**src/rtl/alu_exec_unit_pkg.sv**
```systemverilog
// Shared encodings for the execute-stage ALU: gout opcodes, main-control aluop
// values and the R-type funct codes that the ALU-control decoder understands.
package alu_exec_unit_pkg;

    localparam int unsigned DATA_W = 32;
    localparam int unsigned GOUT_W = 4;

    localparam logic [3:0] GOUT_AND  = 4'b0000;
    localparam logic [3:0] GOUT_OR   = 4'b0001;
    localparam logic [3:0] GOUT_ADD  = 4'b0010;
    localparam logic [3:0] GOUT_XOR  = 4'b0011;
    localparam logic [3:0] GOUT_NAND = 4'b0100;
    localparam logic [3:0] GOUT_SUB  = 4'b0110;
    localparam logic [3:0] GOUT_SLT  = 4'b0111;
    localparam logic [3:0] GOUT_NOR  = 4'b1100;

    localparam logic [2:0] ALUOP_ADD   = 3'b000;
    localparam logic [2:0] ALUOP_SUB   = 3'b001;
    localparam logic [2:0] ALUOP_RTYPE = 3'b010;
    localparam logic [2:0] ALUOP_NAND  = 3'b011;
    localparam logic [2:0] ALUOP_OR    = 3'b100;

    localparam logic [3:0] FUNCT_ADD = 4'b0000;
    localparam logic [3:0] FUNCT_SUB = 4'b0010;
    localparam logic [3:0] FUNCT_AND = 4'b0100;
    localparam logic [3:0] FUNCT_OR  = 4'b0101;
    localparam logic [3:0] FUNCT_XOR = 4'b0110;
    localparam logic [3:0] FUNCT_NOR = 4'b0111;
    localparam logic [3:0] FUNCT_SLT = 4'b1010;

endpackage

```
**src/rtl/alu_exec_unit_adder32.sv**
```systemverilog
// Plain 32-bit wrap-around adder; carry-out is dropped.
module adder32
    import alu_exec_unit_pkg::*;
(
    input  logic [DATA_W-1:0] a,
    input  logic [DATA_W-1:0] b,
    output logic [DATA_W-1:0] sum
);

    assign sum = a + b;

endmodule

```
**src/rtl/alu_exec_unit.sv**
```systemverilog
// Execute stage: ALU-control decode, 32-bit ALU with N/Z/V, PC adders and flag register.
// Define ALU_LOGIC_EXT_EN to enable the XOR/NAND/NOR operations.
module alu_exec_unit
    import alu_exec_unit_pkg::*;
(
    input  logic              clk,
    input  logic              reset,
    input  logic [2:0]        aluop,
    input  logic [3:0]        funct,
    input  logic [DATA_W-1:0] a,
    input  logic [DATA_W-1:0] b,
    input  logic              flag_we,
    input  logic [DATA_W-1:0] pc,
    input  logic [DATA_W-1:0] br_offset,
    output logic [GOUT_W-1:0] gout,
    output logic [DATA_W-1:0] result,
    output logic              zout,
    output logic              nflag,
    output logic              vflag,
    output logic [DATA_W-1:0] pc_plus4,
    output logic [DATA_W-1:0] br_target,
    output logic              n_q,
    output logic              z_q,
    output logic              v_q
);

    logic [DATA_W-1:0] sum;
    logic [DATA_W-1:0] diff;
    logic              add_ovf;
    logic              sub_ovf;

    // ALU-control decoder; anything not recognised falls back to ADD
    always_comb begin
        gout = GOUT_ADD;
        case (aluop)
            ALUOP_ADD: gout = GOUT_ADD;
            ALUOP_SUB: gout = GOUT_SUB;
            ALUOP_RTYPE: begin
                case (funct)
                    FUNCT_ADD: gout = GOUT_ADD;
                    FUNCT_SUB: gout = GOUT_SUB;
                    FUNCT_AND: gout = GOUT_AND;
                    FUNCT_OR:  gout = GOUT_OR;
                    FUNCT_SLT: gout = GOUT_SLT;
`ifdef ALU_LOGIC_EXT_EN
                    FUNCT_XOR: gout = GOUT_XOR;
                    FUNCT_NOR: gout = GOUT_NOR;
`endif
                    default:   gout = GOUT_ADD;
                endcase
            end
`ifdef ALU_LOGIC_EXT_EN
            ALUOP_NAND: gout = GOUT_NAND;
`endif
            ALUOP_OR:  gout = GOUT_OR;
            default:   gout = GOUT_ADD;
        endcase
    end

    assign sum     = a + b;
    assign diff    = a - b;
    assign add_ovf = (a[DATA_W-1] == b[DATA_W-1]) && (sum[DATA_W-1] != a[DATA_W-1]);
    assign sub_ovf = (a[DATA_W-1] != b[DATA_W-1]) && (diff[DATA_W-1] != a[DATA_W-1]);

    // SLT uses the overflow-corrected sign of a-b so it is right across the full range
    always_comb begin
        result = sum;
        vflag  = 1'b0;
        case (gout)
            GOUT_AND: result = a & b;
            GOUT_OR:  result = a | b;
            GOUT_ADD: begin
                result = sum;
                vflag  = add_ovf;
            end
            GOUT_SUB: begin
                result = diff;
                vflag  = sub_ovf;
            end
            GOUT_SLT: result = DATA_W'(diff[DATA_W-1] ^ sub_ovf);
`ifdef ALU_LOGIC_EXT_EN
            GOUT_XOR:  result = a ^ b;
            GOUT_NAND: result = ~(a & b);
            GOUT_NOR:  result = ~(a | b);
`endif
            default: begin
                result = sum;
                vflag  = add_ovf;
            end
        endcase
    end

    assign zout  = (result == '0);
    assign nflag = result[DATA_W-1];

    adder32 u_pc_plus4 (
        .a   (pc),
        .b   (DATA_W'(4)),
        .sum (pc_plus4)
    );

    adder32 u_br_target (
        .a   (pc_plus4),
        .b   (br_offset),
        .sum (br_target)
    );

    always_ff @(posedge clk or posedge reset) begin
        if (reset) begin
            n_q <= 1'b0;
            z_q <= 1'b0;
            v_q <= 1'b0;
        end else if (flag_we) begin
            n_q <= nflag;
            z_q <= zout;
            v_q <= vflag;
        end
    end

endmodule

```
**config.mk**
```make
export PLATFORM = sky130hd
export DESIGN_NAME = alu_exec_unit
export DESIGN_NICKNAME = d
export VERILOG_FILES = /design/src/rtl/alu_exec_unit_pkg.sv /design/src/rtl/alu_exec_unit_adder32.sv /design/src/rtl/alu_exec_unit.sv
export SDC_FILE = /design/constraint.sdc
export NUM_CORES = 1
export LEC_CHECK = 0
export ABC_AREA = 0
export BUFFER_PORTS_ARGS = -buffer_cell sky130_fd_sc_hd__buf_2
export CAP_MARGIN = 20
export CORE_MARGIN = 1
export CORE_UTILIZATION = 45
export CTS_CLUSTER_DIAMETER = 60
export DETAILED_ROUTE_END_ITERATION = 10
export GPL_ROUTABILITY_DRIVEN = 1
export PLACE_DENSITY = 0.78
export SLEW_MARGIN = 20
export SYNTH_ARGS = -nofsm -noshare
export SYNTH_HDL_FRONTEND = slang
export SYNTH_SLANG_ARGS = --single-unit
```
**constraint.sdc**
```tcl
create_clock -name clk -period 14.1 [get_ports clk]
set_input_delay 1.41 -clock clk [delete_from_list [all_inputs] [get_ports clk]]
set_output_delay 1.41 -clock clk [all_outputs]
set_load 0.01 [all_outputs]
```
==> flow_results.xml <==
<?xml version="1.0" encoding="UTF-8"?>
<metrics>
  <group name="run_status">
    <metric name="status" unit="">finished clean</metric>
  </group>
  <group name="grt">
    <metric name="number_of_global_route_vias_before_repair" unit="">8199</metric>
    <metric name="antenna_found_initial" unit="">1</metric>
    <metric name="grt_first_pass_wirelength" unit="mm">38.7</metric>
    <metric name="grt_use_total" unit="%">28.5</metric>
    <metric name="grt_start_max_net_pins" unit="">37</metric>
    <metric name="grt-ovfl-total" unit="">0</metric>
  </group>
  <group name="min_path">
    <metric name="holdCritPathClass" unit="">flop to flop</metric>
    <metric name="min_delay_path_depth" unit="">2</metric>
  </group>
  <group name="clock_tree">
    <metric name="cts.root.buffer_cell" unit="">clkbuf_16</metric>
    <metric name="cts_setup_buffers" unit="">0</metric>
    <metric name="htree_num_levels" unit="">1</metric>
    <metric name="cts_tree" unit="">built</metric>
    <metric name="clockBufferDepth" unit="">2</metric>
    <metric name="cts_resized" unit="">0</metric>
    <metric name="cts_inserted_buffers" unit="">3</metric>
    <metric name="clkTransAtPathRegs" unit="ns">0.03</metric>
    <metric name="postCtsHoldBufs" unit="">0</metric>
    <metric name="clk-insertion-delay-late" unit="ns">0.22</metric>
    <metric name="count_of_clock_tree_sinks" unit="">3</metric>
  </group>
  <group name="drt">
    <metric name="detailedRoute.firstIterationViolations" unit="">629</metric>
    <metric name="routedWlPerCell" unit="um">16.4</metric>
    <metric name="vias" unit="">9030</metric>
    <metric name="drt_wl_total" unit="mm">24.9</metric>
    <metric name="ant_nets" unit="">0</metric>
    <metric name="drt_pass1_iterations" unit="">6</metric>
    <metric name="drc" unit="">0</metric>
    <metric name="via_per_inst" unit="">5.95</metric>
  </group>
  <group name="timing">
    <metric name="fmax" unit="MHz">121</metric>
    <metric name="min_period" unit="ns">8.29</metric>
    <metric name="min_period_over_period" unit="%">58.8</metric>
    <metric name="slew_violations" unit="">0</metric>
    <metric name="max_slew_margin" unit="%">38.5</metric>
    <metric name="final_setup_violation_count" unit="">0</metric>
    <metric name="rsz0062_at_grt" unit="">false</metric>
    <metric name="hold_violations" unit="">0</metric>
    <metric name="worst_clock_skew" unit="ns">0</metric>
    <metric name="setup-tns-final" unit="ns">0</metric>
    <metric name="worst_slew_pin_slew" unit="ns">0.917</metric>
  </group>
  <group name="place">
    <metric name="buffer_ports.inserted" unit="">242</metric>
    <metric name="placedCellCount" unit="">1512</metric>
    <metric name="instance_area_after_placement" unit="sq um">8610</metric>
    <metric name="detailedPlacementHpwl" unit="mm">20.3</metric>
    <metric name="place_congestion" unit="">0.965</metric>
  </group>
  <group name="pwr">
    <metric name="share_of_total_power_in_sequential_cells" unit="%">2.2</metric>
    <metric name="switching_power" unit="uW">252</metric>
    <metric name="power.share.clock" unit="%">9.7</metric>
    <metric name="power.switching_fraction" unit="%">54.6</metric>
    <metric name="power_density" unit="nW/um^2">53.2</metric>
    <metric name="share_comb_of_total_power" unit="%">88.1</metric>
    <metric name="fin_total_pwr" unit="uW">462</metric>
    <metric name="static-leakage-power" unit="uW">0.00434</metric>
    <metric name="worst_ir_drop_vdd" unit="V">0.0000334</metric>
    <metric name="internal_power" unit="uW">210</metric>
  </group>
  <group name="worst_setup_path">
    <metric name="cp_slowest_cell" unit="">nor4_1</metric>
    <metric name="setup.worst_path.end_class" unit="">primary output</metric>
    <metric name="critPathLaunchType" unit="">input pin</metric>
    <metric name="critical_path_peak_fanout" unit="">10</metric>
    <metric name="critical_path_depth" unit="">23</metric>
    <metric name="cpPeakStageDelay" unit="ns">0.53</metric>
    <metric name="critPathBufInv" unit="">3</metric>
    <metric name="worst-endpoint-arrival" unit="ns">6.88</metric>
    <metric name="critPathTopFamily" unit="">simple AND/OR/NAND/NOR gates</metric>
    <metric name="critical_setup_path_kind" unit="">input pin to primary output</metric>
    <metric name="cp_data_required_time" unit="ns">12.69</metric>
    <metric name="crit_path_cell_trace" unit="">buf_2 &gt; inv_1 &gt; ha_1 &gt; nor3_1 &gt; o21ai_0 &gt; o211ai_1 &gt; a311o_1 &gt; o21ai_0 &gt; or3b_2 &gt; a21oi_1 &gt; a21oi_1 &gt; nor2_1 &gt; nor2_1 &gt; fa_1 &gt; nand3_1 &gt; o221a_2 &gt; nand4_1 &gt; nor4_1 &gt; or4b_1 &gt; nor4_1 &gt; nand4_1 &gt; nor4_1 &gt; buf_2</metric>
    <metric name="most_frequent_cell_on_the_critical_path" unit="">nor4_1</metric>
    <metric name="worst-r2r-cell-count" unit="">1</metric>
  </group>
  <group name="die">
    <metric name="initial_core_util" unit="%">45.8</metric>
    <metric name="row_count" unit="">46</metric>
    <metric name="die_w" unit="um">129</metric>
    <metric name="die_area" unit="sq um">16600</metric>
    <metric name="die_y" unit="um">129</metric>
    <metric name="io-pin-count" unit="">244</metric>
    <metric name="coreArea" unit="sq um">15800</metric>
  </group>
  <group name="synthesis">
    <metric name="number_of_enable_type_register_cells_in_the_synthesized_netlist" unit="">0</metric>
    <metric name="ys_dominant_reg_cell" unit="">dfrtp_1</metric>
    <metric name="synth_nets" unit="">1363</metric>
    <metric name="synth_seq_area_share" unit="%">1.04</metric>
    <metric name="ys_async_sr_fraction" unit="%">100</metric>
    <metric name="post_synth_inst_count" unit="">1094</metric>
    <metric name="synth.ff_latch_count" unit="">3</metric>
    <metric name="post_synth.cell_area_avg" unit="sq um">6.63</metric>
    <metric name="synth.cell_area" unit="sq um">7250</metric>
    <metric name="ys_types" unit="">72</metric>
    <metric name="yosys_warnings" unit="">0</metric>
  </group>
  <group name="layout">
    <metric name="layout-area-overhead-vs-synth" unit="%">19.8</metric>
    <metric name="mostFrequentLayoutCells" unit="">buf_2, ha_1, inv_1</metric>
    <metric name="layout_commonest_cell" unit="">buf_2</metric>
    <metric name="post_route_cells_drive_above_1_share" unit="%">21.9</metric>
    <metric name="finish.instance_area" unit="sq um">8690</metric>
    <metric name="instances_no_fill" unit="">1517</metric>
    <metric name="num-nets-final" unit="">1570</metric>
  </group>
  <group name="flow_run">
    <metric name="max-cap-violations" unit="">0</metric>
  </group>
</metrics>
## per-stage QoR
stage / hold slack, ns / worst slack [ns] / util (%)
floorplan: 0.520 / 6.86 / -
global placement: 0.485 / 6.04 / 54.4
detailed placement: 0.497 / 5.97 / 54.4
CTS: 0.503 / 5.94 / 54.9
global route: 0.545 / 5.61 / 54.9
finish: 0.501 / 5.81 / 54.9
## cell families (layout without fill, tap and decap cells)
group	count (synthesis)	in the layout	synth area share, %
compound gates	363	363	33.5
xor+xnor	67	67	8.09
fa+ha+maj	131	131	23.0
buf+inv	169	375	8.97
flops	3	3	1.04
mux	8	8	1.14
other cells	1	2	0.0517
simple gates	352	352	24.2
## registers in the layout (all words and copies together) (netlist names)
signal and cells:
v_q 1, z_q 1, n_q 1
## per-layer routing
| layer | global-route usage (%) | wire length [um] |
|---|---|---|
| met1 | 34.3 | 10300 |
| met2 | 51.3 | 11800 |
| met3 | 4.62 | 2140 |
| met4 | 9.07 | 685 |
| met5 | 0 | 0 |
## worst paths after layout
kind	startpoint	end	slack, ns
min	n_q	n_q	0.50
max	a[6]	zout	5.81
min in group asynchronous	reset	v_q	1.05
max reg2reg	v_q	v_q	13.35
max in group asynchronous	reset	n_q	12.93
min reg2reg	n_q	n_q	0.50
## area by class of cell
| class | instances | area, sq um |
|---|---|---|
| antenna | 1 | 2.50 |
| clock buffer | 4 | 78.8 |
| fill | 1576 | 7140 |
| inverter | 122 | 458 |
| multi-input combinational | 922 | 6540 |
| sequential | 3 | 75.1 |
| tap | 216 | 270 |
| timing repair buffer | 249 | 1260 |
## synth_stat cells (all sizes together) (10+ instances only)
master	count	share of area [%]
nand4	16	1.4
ha	127	22
xnor2	50	6.0
nand3	39	2.7
a211oi	10	1.0
inv	122	6.3
nor3	28	1.9
nand2	80	4.1
o21a	12	1.2
xor2	17	2.1
a21o	24	2.5
o21bai	16	1.7
o22ai	10	0.86
a21oi	105	7.2
nor4	13	1.1
o211ai	20	2.1
nor2	92	4.8
clkbuf	37	1.9
o21ai	65	4.6
and3	12	1.0
a221oi	11	1.3
nor2b	12	1.0
a31oi	13	1.1
buf	10	0.74
nand2b	11	0.95
## power groups by stage
| stage | registers [uW] | logic [uW] | clock network (uW) |
|---|---|---|---|
| finish | 10.3 | 407 | 44.6 |
| global route | 10.4 | 446 | 46.4 |
| CTS | 10.2 | 401 | 44.9 |
| detailed placement | 10.3 | 398 | 0 |
| global placement | 10.2 | 393 | 0 |
| floorplan | 10.9 | 264 | 0 |
Power figures use the tool's default switching activity.
